**src/rtl/cmp_arbiter.sv**
```systemverilog
// rtl/cmp_arbiter.sv - round-robin shared masked equality comparator
module cmp_arbiter #(
  parameter int WIDTH = 8,
  parameter int NREQ  = 3
) (
  input  logic                  MasterClock,
  input  logic                  nReset,
  input  logic [NREQ-1:0]       req,
  input  logic [NREQ*WIDTH-1:0] a_in,
  input  logic [NREQ*WIDTH-1:0] b_in,
  input  logic [NREQ*WIDTH-1:0] mask_in,
  output logic [NREQ-1:0]       gnt,
  output logic                  busy,
  output logic                  res_valid,
  output logic [WIDTH-1:0]      res_bits,
  output logic                  res_eq,
  output logic [1:0]            res_id
);

  localparam logic [1:0] IDLE = 2'd0;
  localparam logic [1:0] EVAL = 2'd1;
  localparam logic [1:0] DONE = 2'd2;

  logic [1:0]       state;
  logic [1:0]       ptr;
  logic [1:0]       id_q;
  logic [WIDTH-1:0] a_q;
  logic [WIDTH-1:0] b_q;
  logic [WIDTH-1:0] m_q;

  logic             found;
  logic [1:0]       pick;
  logic [1:0]       next_ptr;
  logic [2:0]       idx;
  logic [WIDTH-1:0] cmp;

  // Round-robin search: first asserted request starting at ptr, wrapping at NREQ
  always_comb begin
    found = 1'b0;
    pick  = 2'd0;
    idx   = 3'd0;
    for (int k = 0; k < NREQ; k++) begin
      idx = {1'b0, ptr} + 3'(k);
      if (idx >= 3'(NREQ)) begin
        idx = idx - 3'(NREQ);
      end
      if (!found && req[idx[1:0]]) begin
        found = 1'b1;
        pick  = idx[1:0];
      end
    end
    next_ptr = (pick == 2'(NREQ - 1)) ? 2'd0 : pick + 2'd1;
  end

  // Masked equality of the latched operands
  always_comb begin
    cmp = ~(a_q ^ b_q) | m_q;
  end

  // Busy whenever a compare occupies the datapath
  always_comb begin
    busy = (state != IDLE);
  end

  // Sequencer: grant and latch in IDLE, evaluate in EVAL, present in DONE
  always_ff @(posedge MasterClock or negedge nReset) begin
    if (!nReset) begin
      state     <= IDLE;
      ptr       <= 2'd0;
      id_q      <= 2'd0;
      a_q       <= '0;
      b_q       <= '0;
      m_q       <= '0;
      gnt       <= '0;
      res_valid <= 1'b0;
      res_bits  <= '0;
      res_eq    <= 1'b0;
      res_id    <= 2'd0;
    end else begin
      case (state)
        IDLE: begin
          if (found) begin
            gnt   <= NREQ'(1) << pick;
            a_q   <= a_in[pick*WIDTH +: WIDTH];
            b_q   <= b_in[pick*WIDTH +: WIDTH];
            m_q   <= mask_in[pick*WIDTH +: WIDTH];
            id_q  <= pick;
            ptr   <= next_ptr;
            state <= EVAL;
          end
        end
        EVAL: begin
          res_bits  <= cmp;
          res_eq    <= &cmp;
          res_id    <= id_q;
          res_valid <= 1'b1;
          gnt       <= '0;
          state     <= DONE;
        end
        DONE: begin
          res_valid <= 1'b0;
          state     <= IDLE;
        end
        default: begin
          gnt       <= '0;
          res_valid <= 1'b0;
          state     <= IDLE;
        end
      endcase
    end
  end

endmodule
```
**config.mk**
```make
export PLATFORM = sky130hd
export DESIGN_NAME = cmp_arbiter
export DESIGN_NICKNAME = d
export VERILOG_FILES = /design/src/rtl/cmp_arbiter.sv
export SDC_FILE = /design/constraint.sdc
export NUM_CORES = 1
export LEC_CHECK = 0
export ABC_CLOCK_PERIOD_IN_PS = 4000
export BUFFER_PORTS_ARGS = -buffer_cell sky130_fd_sc_hd__clkbuf_2
export CAP_MARGIN = 15
export CORE_UTILIZATION = 50
export DETAILED_ROUTE_END_ITERATION = 16
export PLACE_DENSITY = 0.86
export SLEW_MARGIN = 20
export SYNTH_ARGS = -nofsm -noshare
export SYNTH_HDL_FRONTEND = slang
export SYNTH_SLANG_ARGS = --single-unit
```
**constraint.sdc**
```tcl
create_clock -name MasterClock -period 4 [get_ports MasterClock]
set_input_delay 0.4 -clock MasterClock [delete_from_list [all_inputs] [get_ports MasterClock]]
set_output_delay 0.4 -clock MasterClock [all_outputs]
set_load 0.01 [all_outputs]
```
Yosys cells after proc, flatten, opt, wreduce, memory -nomap -nowiden
Cells that the tools add are included.
{ "totals": {"register_bits": 45, "input_bits": 77, "elab_cells": 65} }
{ "op_classes": {"n_addsub": 6, "order_cmp": 6, "eq_ne": 4, "n_shift": 4, "n_mux": 21, "bitwise_logic": 4, "reduce_logical": 9} }
{ "op_table": {"columns": ["op", "count"], "rows": [
  ["24-bit by 6-bit variable part select with 8-bit output", 3],
  ["2-bit 2-to-1 mux", 8],
  ["2-bit by 3-bit less-than comparator with 1-bit output, second input constant", 3],
  ["8-bit NOT", 1],
  ["8-bit bitwise OR", 1],
  ["8-bit AND reduction", 1],
  ["8-bit XOR", 1],
  ["1-bit binary-select mux with 2-bit select", 3],
  ["3-bit by 2-bit greater-or-equal comparator with 1-bit output, second input constant", 2],
  ["1-bit 2-to-1 mux", 6],
  ["3-bit case mux with 2 select lines", 1],
  ["2-bit subtractor, second input constant", 3],
  ["2-bit equality test, second input constant", 2],
  ["2-bit case mux with 2 select lines", 1],
  ["2-bit AND reduction", 2],
  ["2-bit by 1-bit adder with 3-bit output, second input constant", 1],
  ["2-bit by 2-bit adder with 3-bit output, second input constant", 1],
  ["3-bit 2-to-1 mux", 1],
  ["1-bit by 2-bit << shifter with 3-bit output, first input constant", 1],
  ["2-bit by 1-bit adder with 2-bit output, second input constant", 1],
  ["2-bit by 1-bit equality test with 1-bit output, second input constant", 1],
  ["2-bit greater-or-equal comparator, second input constant", 1],
  ["1-bit logical AND", 2],
  ["1-bit zero test", 2],
  ["5 further kinds", 5]
]} }

Logic depth before layout (Yosys ltp)
{ "depth": {"word_depth": 14, "mapped_depth": 11} }

Worst setup path after synthesis
No wires, ideal clock.
{ "synth_timing": {"kind": "register to register", "startpoint": "register ptr[1]", "endpoint": "register a_q[2]", "t_arrival_ns": 2.212, "path_slack_ns": 1.662, "stages_incl_launch_ff": 9, "n_path_buf": 1, "period_less_slack_ns": 2.338, "path_cell_list": "dfrtp_1 -> inv_1 -> ha_1 -> buf_6 -> mux2i_2 -> o22a_2 -> mux2i_4 -> mux2_1 -> a221o_1"} }
{ "synth_via": {"elab_chain_cells": 12} }
{ "synth_lines": {"columns": ["element", "line", "text"], "rows": [
  ["start, declared", "25", "logic [1:0] ptr;"],
  ["start signal, assigned", "88", "ptr <= next_ptr;"],
  ["parallel branches: the longest is 12 deep, another holds 2-bit by 1-bit adder with 3-bit output", null, null],
  ["end signal, assigned", "84", "a_q <= a_in[pick*WIDTH +: WIDTH];"],
  ["end, declared", "27", "logic [WIDTH-1:0] a_q;"]
]} }
Parallel ways; which one is timed is not known. The select of a mux whose other input is x is not followed.
A chain may end at the register's enable or synchronous reset.

Worst setup path in the final report
{ "layout_timing": {"startpoint": "register ptr[0]", "endpoint": "register m_q[1]"} }
{ "layout_via": {"elab_chain_cells": 12} }
{ "layout_lines": {"columns": ["element", "line", "text"], "rows": [
  ["parallel branches: the longest is 12 deep, another holds 2-bit by 1-bit adder with 3-bit output", null, null],
  ["end signal, assigned", "86", "m_q <= mask_in[pick*WIDTH +: WIDTH];"],
  ["end, declared", "29", "logic [WIDTH-1:0] m_q;"]
]} }
Parallel ways; which one is timed is not known. The select of a mux whose other input is x is not followed.

==> run summary <==
Die X -> 75.1 um
first-pass GRT wire length -> 9.67 mm
largest family of logic cells by synthesized area -> compound AO/OA/AOI/OAI gates
final antenna-violating net count -> 0
compound-gate portion of the synthesized area -> 24.8%
cell area after layout -> 3240 um2
proportion of layout cells with a drive suffix above 1 -> 40.4%
Inserted Clock Buffers -> 5
hold_buf cts -> 0
Hold Violations, Final -> 0
Setup Skew -> 0.00802 ns
Layout Nets -> 417
input/output buffers -> 92
WP data required -> 4.16 ns
Synth area leaders -> dfrtp_1, a221oi_2, mux2i_1, nor2_1, a21oi_1
Adder-Cell Fraction of Synth Area -> 1.87%
status -> completed
Reg power frac -> 28.5%
clock latency on the worst-skew pair -> 0.31 ns
kind of critical path -> reg2reg
Combinational Power Share -> 59.5%
RSZ-0062 raised after global routing -> no
post-cts resize count -> 0
post-synthesis simple-gate area fraction -> 9.73%
clock-pin slew on the worst setup and hold paths -> 0.09 ns
min-delay worst type -> in2async
CP Max Fanout -> 25
CTS tree -> done
post-synthesis register bit count -> 45
cell count after placement -> 399
leakage -> 0.00160 uW
placed inst area -> 3130 um2
1st-pass router iterations -> 4
period utilization -> 71.8%
Synth async-reset ratio -> 100%
Post-Syn Nets -> 333
Layout Cells excl Fill -> 407
GRT Resource Usage Total -> 23.0%
worst slew pin tran -> 0.972 ns
PwrDens -> 904 nW/um2
Net Sw Frac -> 44.6%
final WL -> 6.15 mm
number of diodes -> 0
io pins -> 93
internal power -> 1620 uW
vias in the first global route -> 2,095
Die H -> 75.1 um
minimum clock period -> 2.87 ns
synthesized area per cell -> 10.6 um2
Synth cell types -> 43
Post-synth EDFFs -> 0
most frequent cells in the layout -> clkbuf_2, dfrtp_1, nor2_1
nature of the critical path startpoint -> register
Slew Limit Fails -> 0
grt ovf -> 0
Clock Path Buffers -> 2
Seq/Total Area, Yosys -> 42.1%
CTS root buffer -> clkbuf_8
CORE AREA -> 5140 um2
yosys synthesis warning count -> 0
commonest non-fill, non-tap cell in the layout -> clkbuf_2
Mapped Cells -> 252
number of post-CTS setup repair buffers -> 0
NetSw -> 1310 uW
vias post-DR -> 2,217
Max Cap Violations -> 0
RePlAce Congestion -> 0.821
Critical Path AT -> 3.03 ns
Util after Layout -> 63.1%
half-perimeter wire length after placement -> 4.45 mm
Sink Count -> 45
multiplexer share of the synthesized area -> 12.9%
row count -> 26
Synth Flop Type -> dfrtp_1
Slew headroom -> 35.2%
peak supply drop -> 0.520 mV
final setup violation count -> 0
post-synthesis cell area -> 2680 um2
wire per inst -> 15.1 um
post-synth top area share -> 42.1%
initial antenna violation count -> 0
1st-iter DRT viols -> 126
vias per cell -> 5.45
Initial Util -> 52.0%
Post-Synth XOR/XNOR Area -> 2.62%
largest net degree at the start of global routing -> 46
Clk pwr share -> 12.0%
die area -> 5650 um2
Yosys top cell by area -> dfrtp_1
Highest Clock Rate -> 0.348 GHz
Crit. End Element -> register
Residual DRC -> 0
H-tree depth -> 2
Sum Neg Setup Slack -> 0 ns
Syn-to-layout area delta -> 21.2%
-- per-stage QoR --
stage               hold WS (ns)  worst slack [ns]  total power [uW]
detailed placement         0.470              1.17              2570
global placement           0.460              1.27              2510
CTS                        0.320              1.15              2930
floorplan                  0.104              1.66              2280
finish                     0.244              1.13              2930
global route               0.318             0.961              3150
-- routing by layer --
metal | part of all wire [%] | global-route usage, % | up-vias
met2 | 49 | 38.6 | 87
met1 | 45 | 31.3 | 1037
met4 | 0.78 | 4.32 | 0
li1 | - | - | 1089
met5 | 0 | 0 | -
met3 | 5.7 | 4.69 | 4
-- worst max-delay path, cell delays in order, from the launching register on --
cell	delay [ns]
dfrtp_1	0.38
inv_1	0.08
ha_1	0.45
nand3b_1	0.24
o21a_1	0.18
a31o_2	0.30
inv_2	0.36
and3_4	0.56
a221oi_1	0.16
-- synth_stat cells (2+ instances only) --
library cell  number
o21a_1             2
a21oi_1           23
o21ai_0           10
clkbuf_1           7
dfrtp_1           45
a221oi_1           2
nand2b_1           2
nor4_1             3
a221o_1            3
xnor2_1            8
ha_1               4
nand2_1           12
mux2i_1           23
nor2_1            35
buf_2              5
nand3b_1           2
o22ai_1            3
mux2_2             4
a221oi_2          19
a211oi_1           3
mux2_1             3
buf_6              6
inv_1              8
-- area by class of cell --
type	count	area [um2]
Fill cell	429	1900
Timing Repair Buffer	96	490
Inverter	9	33.8
Tap cell	70	87.6
Clock inverter	3	43.8
Clock buffer	5	68.8
Sequential cell	45	1130
Multi-Input combinational cell	179	1390
-- final timing paths --
check | start | endpoint | slack (ns) | cells past startpoint
setup reg to reg | ptr[0] | m_q[1] | 1.13 | 8
max in group asynchronous | nReset | res_id[1] | 3.15 | 1
min in group MasterClock | b_in[18] | b_q[2] | 0.43 | 3
setup / recovery | ptr[0] | m_q[1] | 1.13 | 8
hold / removal | nReset | b_q[0] | 0.24 | 1
hold reg to reg | res_bits[5] | res_bits[5] | 0.48 | 2
-- flip-flops by register name, indices dropped and copies added, names as in the netlist, 3 cells and up --
name      count
a_q           8
b_q           8
gnt           3
m_q           8
res_bits      8
-- logic make-up (layout without fill, tap and decap cells) --
| logic type | Yosys count | after routing |
|---|---|---|
| fa+ha+maj | 4 | 4 |
| mux | 32 | 32 |
| compound gates | 76 | 76 |
| flops | 45 | 45 |
| xor+xnor | 8 | 8 |
| simple gates | 59 | 59 |
| buf+inv | 28 | 113 |
-- power groups by stage --
| stage | Clock [uW] | Combinational (uW) | Sequential, uW |
|---|---|---|---|
| 2_1_floorplan | 0 | 1430 | 843 |
| 3_3_place_gp | 0 | 1670 | 832 |
| 3_5_place_dp | 0 | 1720 | 842 |
| 4_1_cts | 351 | 1740 | 834 |
| 5_1_grt | 370 | 1930 | 860 |
| 6_report | 351 | 1750 | 835 |
Note: power is estimated with default switching activity, not from simulation.
